$ cat src/rtl/m3_hall_feedback_decoder.sv
// m3_hall_feedback_decoder: Hall line sync/debounce, sector and direction
// decode, step period measurement, stall and invalid-sensor detection.
module m3_hall_feedback_decoder #(
  parameter int DEB_CYC   = 8,
  parameter int PER_W     = 20,
  parameter int STALL_CYC = 500000
) (
  input  logic             clkI,
  input  logic             nRstI,
  input  logic             hallAi,
  input  logic             hallBi,
  input  logic             hallCi,
  input  logic             clrFaultI,
  output logic [2:0]       sectorO,
  output logic             sectorVldO,
  output logic             dirO,
  output logic             stepPulseO,
  output logic [PER_W-1:0] periodO,
  output logic             periodVldO,
  output logic             stallO,
  output logic             hallFaultO
);

  localparam int DW = $clog2(DEB_CYC + 1);
  localparam logic [DW-1:0] DEB_MAX = DW'(DEB_CYC);
  localparam logic [PER_W-1:0] PER_MAX = '1;
  localparam logic [PER_W-1:0] STALL_LIM = PER_W'(STALL_CYC - 1);

  typedef enum logic [1:0] {INIT, SYNC1, RUN, FAULT} stateT;
  stateT stateQ, stateD;

  logic [2:0]       meta, synced, cand, acc;
  logic [2:0]       codeNow, codeSec;
  logic [DW-1:0]    debCnt;
  logic [PER_W-1:0] perCnt, perInc, perCntD;
  logic             accEv, codeVld, fwd, rev;
  logic             active, isStep, stallHit;
  logic [2:0]       sectorD;
  logic [PER_W-1:0] periodD;
  logic             sectorVldD, dirD, stepD;
  logic             perVldD, stallD, faultD;

  always_ff @(posedge clkI or negedge nRstI) begin
    if (!nRstI) begin
      meta   <= '0;
      synced <= '0;
    end else begin
      meta   <= {hallAi, hallBi, hallCi};
      synced <= meta;
    end
  end

  // The accepted code only moves after DEB_CYC identical synced samples.
  assign accEv = (debCnt == DEB_MAX) && (cand != acc);

  always_ff @(posedge clkI or negedge nRstI) begin
    if (!nRstI) begin
      cand   <= '0;
      debCnt <= '0;
      acc    <= '0;
    end else begin
      if (synced != cand) begin
        cand   <= synced;
        debCnt <= DW'(1);
      end else if (debCnt != DEB_MAX) begin
        debCnt <= debCnt + DW'(1);
      end
      if (accEv) acc <= cand;
    end
  end

  assign codeNow = accEv ? cand : acc;

  always_comb begin
    codeVld = 1'b1;
    codeSec = 3'd0;
    case (codeNow)
      3'b101:  codeSec = 3'd0;
      3'b100:  codeSec = 3'd1;
      3'b110:  codeSec = 3'd2;
      3'b010:  codeSec = 3'd3;
      3'b011:  codeSec = 3'd4;
      3'b001:  codeSec = 3'd5;
      default: codeVld = 1'b0;
    endcase
  end

  assign fwd = codeSec ==
    ((sectorO == 3'd5) ? 3'd0 : sectorO + 3'd1);
  assign rev = codeSec ==
    ((sectorO == 3'd0) ? 3'd5 : sectorO - 3'd1);

  assign active   = (stateQ == SYNC1) || (stateQ == RUN);
  assign isStep   = active && accEv && codeVld && (fwd || rev);
  assign perInc   = (perCnt == PER_MAX) ? PER_MAX
                                        : perCnt + PER_W'(1);
  assign stallHit = active && (perCnt >= STALL_LIM);

  always_ff @(posedge clkI or negedge nRstI) begin
    if (!nRstI) stateQ <= INIT;
    else        stateQ <= stateD;
  end

  always_comb begin
    stateD = stateQ;
    case (stateQ)
      INIT: begin
        if (accEv && !codeVld) stateD = FAULT;
        else if (codeVld)      stateD = SYNC1;
      end
      SYNC1, RUN: begin
        if (accEv) begin
          if (!isStep)
            stateD = FAULT;
          else if (stateQ == SYNC1 || rev == dirO)
            stateD = RUN;
          else
            stateD = SYNC1;
        end else if (stallHit) begin
          stateD = SYNC1;
        end
      end
      FAULT: begin
        if (clrFaultI && codeVld) stateD = INIT;
      end
      default: stateD = INIT;
    endcase
  end

  always_comb begin
    sectorD    = sectorO;
    sectorVldD = sectorVldO;
    dirD       = dirO;
    stepD      = 1'b0;
    periodD    = periodO;
    perVldD    = 1'b0;
    stallD     = stallO;
    faultD     = hallFaultO;
    perCntD    = perInc;
    case (stateQ)
      INIT: begin
        stallD = 1'b0;
        if (accEv && !codeVld) begin
          faultD     = 1'b1;
          sectorVldD = 1'b0;
        end else if (codeVld) begin
          sectorD    = codeSec;
          sectorVldD = 1'b1;
          perCntD    = '0;
        end
      end
      SYNC1, RUN: begin
        if (isStep) begin
          stepD   = 1'b1;
          sectorD = codeSec;
          dirD    = rev;
          stallD  = 1'b0;
          perCntD = '0;
          if (stateQ == RUN && rev == dirO) begin
            periodD = perInc;
            perVldD = 1'b1;
          end
        end else if (accEv) begin
          faultD     = 1'b1;
          sectorVldD = 1'b0;
          stallD     = 1'b0;
        end else if (stallHit) begin
          stallD = 1'b1;
        end
      end
      FAULT: begin
        stallD     = 1'b0;
        sectorVldD = 1'b0;
        faultD     = !(clrFaultI && codeVld);
      end
      default: ;
    endcase
  end

  always_ff @(posedge clkI or negedge nRstI) begin
    if (!nRstI) begin
      sectorO    <= '0;
      sectorVldO <= 1'b0;
      dirO       <= 1'b0;
      stepPulseO <= 1'b0;
      periodO    <= '0;
      periodVldO <= 1'b0;
      stallO     <= 1'b0;
      hallFaultO <= 1'b0;
      perCnt     <= '0;
    end else begin
      sectorO    <= sectorD;
      sectorVldO <= sectorVldD;
      dirO       <= dirD;
      stepPulseO <= stepD;
      periodO    <= periodD;
      periodVldO <= perVldD;
      stallO     <= stallD;
      hallFaultO <= faultD;
      perCnt     <= perCntD;
    end
  end

endmodule

$ cat config.mk
export PLATFORM = sky130hd
export DESIGN_NAME = m3_hall_feedback_decoder
export DESIGN_NICKNAME = d
export VERILOG_FILES = /design/src/rtl/m3_hall_feedback_decoder.sv
export SDC_FILE = /design/constraint.sdc
export NUM_CORES = 1
export LEC_CHECK = 0
export CORE_MARGIN = 3
export CORE_UTILIZATION = 45
export CTS_CLUSTER_DIAMETER = 200
export DETAILED_ROUTE_END_ITERATION = 7
export PLACE_DENSITY = 0.73
export SYNTH_ARGS = -nofsm -noshare
export SYNTH_HDL_FRONTEND = slang
export SYNTH_SLANG_ARGS = --single-unit
$ cat constraint.sdc
create_clock -name clkI -period 4.1 [get_ports clkI]
set_clock_uncertainty 0.2 [all_clocks]
set_input_delay 0.615 -clock clkI [delete_from_list [all_inputs] [get_ports clkI]]
set_output_delay 0.615 -clock clkI [all_outputs]
set_load 0.01 [all_outputs]
Word-level counts from Yosys, hierarchy flattened

Cells that the tools add are included.

$add $sub $neg: 4
$lt $le $gt $ge: 1
Equality and inequality tests: 28
Multiplexer cells: 42
Reductions and logical operators: 26

Operators with widths:

| cell                                                                     | number |
|---|---|
| 20-bit two-way mux                                                       | 4 |
| 20-bit one-hot mux with 2 select lines                                   | 1 |
| 20-bit by 1-bit adder with 20-bit output (second input constant)         | 1 |
| 20-bit equality test (second input constant)                             | 1 |
| 20-bit by 19-bit >= comparator with 1-bit output (second input constant) | 1 |
| 3-bit two-way mux                                                        | 6 |
| 1-bit two-way mux                                                        | 16 |
| 3-bit one-hot mux with 5 select lines                                    | 1 |
| 2-bit two-way mux                                                        | 7 |
| 2-bit inequality test (second input constant)                            | 7 |
| 3-bit equality test (second input constant)                              | 4 |
| 3-bit AND reduction                                                      | 4 |
| 1-bit logical AND                                                        | 8 |
| 4-bit two-way mux                                                        | 2 |
| 4-bit inequality test (second input constant)                            | 2 |
| 3-bit by 2-bit equality test with 1-bit output (second input constant)   | 2 |
| 3-bit equality test                                                      | 2 |
| 3-bit inequality test                                                    | 2 |
| 3-bit inequality test (second input constant)                            | 2 |
| 1-bit one-hot mux with 3 select lines                                    | 2 |
| 2-bit one-hot mux with 3 select lines                                    | 1 |
| 3-bit one-hot mux with 2 select lines                                    | 1 |
| 6-bit OR reduction                                                       | 1 |
| 4-bit by 1-bit adder with 4-bit output (second input constant)           | 1 |
| 16 further kinds                                                         | 22 |

Register bits: 67
Output and inout bits: 29
Logic and storage cells: 116

Longest topological paths before layout

Word-level depth: 12
Mapped depth: 12
Gate-level depth less buffers: 10

Worst setup path before layout

Ideal clock, no wire load.

Path kind: flip-flop to flip-flop
Start point: reg debCnt[0]
End point: reg periodO[0]
Library setup time: 125 ps
Arrival: 2502 ps
Required time: 3775 ps
Path slack: 1273 ps
Cell stages (with the launch flop): 12
Buffers on the path: 2
Period minus slack after synthesis: 2827 ps
Cell sequence: dfrtp_1 inv_1 ha_1 nand3b_1 buf_6 a21oi_2 or4_4 a32oi_2 nand4b_1 a21oi_2 buf_6 mux2_4

Longest elaborated chain between the ends: 9
Elaborated cells between the ends (all ways): 21

RTL lines:

| item                                                                        | RTL line | source |
|---|---|---|
| start: declaration                                                          | 34       | `logic [DW-1:0] debCnt;` |
| start signal: assignment                                                    | 66       | `debCnt <= debCnt + DW'(1);` |
| 4-bit equality test (*)                                                     | 54       | `assign accEv = (debCnt == DEB_MAX) && (cand != acc);` |
| 1-bit logical AND (*)                                                       | 54       |  |
| 3-bit two-way mux                                                           | --       |  |
| 3-bit by 1-bit equality test with 1-bit output (tied with other cells)      | 77       | `case (codeNow)` |
| 3-bit one-hot mux with 5 select lines or 6-bit OR reduction (tied branches) | --       |  |
| 3-bit equality test (tied with other cells)                                 | 90       | `assign rev = codeSec ==` |
| 1-bit equality test (tied with other cells)                                 | 159      | `if (stateQ == RUN && rev == dirO) begin` |
| 1-bit logical AND (on tied branches)                                        | 159, 94  |  |
| 3-bit AND reduction (no line) (*)                                           | --       |  |
| end signal: assignment                                                      | 196      | `periodO <= periodD;` |
| end: declaration                                                            | 18       | `output logic [PER_W-1:0] periodO,` |

Mark *: on every way between the ends. The rest lies on a longest branch, timed or not.
A chain may end at the register's enable or synchronous reset.

Worst setup path in the final report

Start point: reg debCnt[0]
End point: reg periodO[19]

Same word-level chain as after synthesis.

==> results.cfg <==
[run_status]
outcome = finished, final reports clean

[min_path]
hp-class = in -> async

[floorplan]
num_rows = 32
coreArea_um2 = 7850
ioPinCount = 35
die_w_um = 96.4
die_area_um2 = 9290
initial_core_util_pct = 46.9
die_height_um = 96.4

[clocking]
cts_root_buffer = clkbuf_8
clkLatencyLatePin_ns = 0.34
h-tree-depth = 3
clk_path_buf_depth = 2
post_cts_buffers = 0
post_cts_resize_count = 0
cts_hold_buf = 0
cts_tree = yes
clk_pin_slew_worst_paths_ns = 0.08
numCtsBuffers = 9
cts.sinks = 67

[synth]
synth_seq_cells = 67
synthTopCellsByCount = dfrtp_1 (67), nand2_1 (36), nor2_1 (23)
synth.area.top_cells = dfrtp_1 (46%), mux2_4 (6.1%), mux2i_1 (3.8%)
synth_cell_type_count = 60
syn_nets = 370
synth_top_area_cell = dfrtp_1
synth_most_common_cell = dfrtp_1
syn_inst = 355
synth_seq_area_share_pct = 45.6
yosysWarnings = 0
synth-edff-count = 0
syn_avg_cell_area_um2 = 10.4
synth_top_area_share_pct = 45.6
synthFlopType = dfrtp_1
synthArstFlopShare_pct = 100
synth_area_um2 = 3680

[timing]
max_freq_ghz = 0.284
grt_setup_unrepaired = no
worst-slew-pin-transition_ns = 0.661
setup_ws_ns = 0.577
setup_viol = 0
fin_tns_setup_ns = 0
fin_crit_sh_pct = 85.9
slew_headroom_pct = 55.8
period_needed_ns = 3.52
finalHoldViolations = 0
whs_ns = 0.0582
slew_viol_final = 0

[power_and_ir_drop]
power.total_uw = 1700
max-vdd-ir-drop_uv = 159
power_density_nw_per_um2 = 395
p_leak_uw = 0.00196

[route]
routedWlPerCell_um = 15.1
initialDrtViolationCount = 123
ant_nets = 0
dr.pass1.iters = 4
vias_per_cell = 5.48
drc = 0
num_vias = 2709
wl_mm = 7.44

[global_route]
antenna_found_initial = 0
grt_max_degree = 26
grt.overflow.total = 0
grt_pass1_vias = 2657
grt_usage_pct = 17.7
grt_first_pass_wirelength_mm = 12.7

[finish]
diodes = 0
fillers = 702
syn2layout_area_growth_pct = 17.1
finalNetCount = 404
layout-drive-gt1-share_pct = 14.3
design_area_um2 = 4310

[worst_setup_path]
required_ns = 4.13
rr_worst_depth = 10
start_kind = register
crit_path_max_fanout = 21
crit_arrival_ns = 3.55
crit_path_end_kind = register
crit_type = reg -> reg

[placed_design]
placed_area_um2 = 4090
portBuffers = 34
dp_hpwl_mm = 5.18
place_ws_ns = 0.593
gp_congestion = 0.875

[run]
drv_cap = 0
==> cells by family after synthesis <==
logic type                 Yosys count  synth area share [%]
AOI/OAI and AO/OA                   54                  10.4
xor gates and xnor gates            26                  6.40
adders and majority gates            9                  3.06
buffers and inverters               35                  4.46
DFF                                 67                  45.6
muxes                               35                  11.8
and+or+nand+nor                    129                  18.3
==> layout make-up <==
| type | count | area [um2] | share of cell area [%] |
|---|---|---|---|
| clock inverter | 2 | 60.1 | 1.39 |
| multi-input combinational | 253 | 1840 | 42.6 |
| clock buffer | 12 | 155 | 3.60 |
| tap | 102 | 128 | 2.96 |
| sequential | 67 | 1680 | 38.9 |
| timing repair buffer | 41 | 388 | 9.00 |
| inverter | 17 | 63.8 | 1.48 |
==> metrics by stage <==
step,instances,utilization (%)
global placement,480,52.2
floorplan,355,-
global route,494,54.9
detailed placement,480,52.2
finish,494,54.9
CTS,494,54.9
==> cell usage in the layout, fill, tap and decap left out, types with 13 or more instances in the layout <==
master / instances
a21oi_1: 19
clkdlybuf4s50_1: 33
dfrtp_1: 67
inv_1: 16
mux2_4: 15
mux2i_1: 14
nand2_1: 36
nor2_1: 23
xnor2_1: 13
==> layer usage <==
| metal | routed length, um | vias up | GRT usage, % |
|---|---|---|---|
| met3 | 280 | 12 | 3.33 |
| met1 | 3630 | 1323 | 25.3 |
| met2 | 3360 | 62 | 26.0 |
| met4 | 162 | 0 | 8.18 |
| met5 | 0 | - | 0 |
| li1 | - | 1312 | - |
==> power by group <==
part           switching [uW]  internal, uW
sequential               38.7           697
clock                     241           370
combinational             220           137
==> registers in the layout, indices dropped and copies added, names as in the netlist <==
name	flops
periodO	20
periodVldO	1
debCnt	4
stallO	1
perCnt	20
stepPulseO	1
sectorO	3
synced	3
meta	3
cand	3
dirO	1
hallFaultO	1
stateQ	2
sectorVldO	1
acc	3
==> worst paths after layout <==
| check | endpoint | slack (ns) | start |
|---|---|---|---|
| worst min-delay path | dirO$_DFFE_PN0P_ | 0.06 | nRstI |
| min in group clkI | synced[2]$_DFF_PN0_ | 0.15 | meta[2]$_DFF_PN0_ |
| worst min register to register | synced[2]$_DFF_PN0_ | 0.15 | meta[2]$_DFF_PN0_ |
| worst max-delay path | periodO[19]$_DFFE_PN0P_ | 0.58 | debCnt[0]$_DFFE_PN0P_ |
| max in group asynchronous | periodO[14]$_DFFE_PN0P_ | 2.92 | nRstI |
| worst max register to register | periodO[19]$_DFFE_PN0P_ | 0.58 | debCnt[0]$_DFFE_PN0P_ |
==> critical path, stage by stage (launching register included) <==
cell and delay (ns):
dfrtp_1 0.39, inv_1 0.10, ha_1 0.19, nand3b_1 0.47
mux2i_1 0.27, or4_4 0.45, a32oi_2 0.30, nand4b_1 0.15
a21oi_2 0.14, buf_4 0.37, mux2_2 0.38
Power figures use the tool's default switching activity.
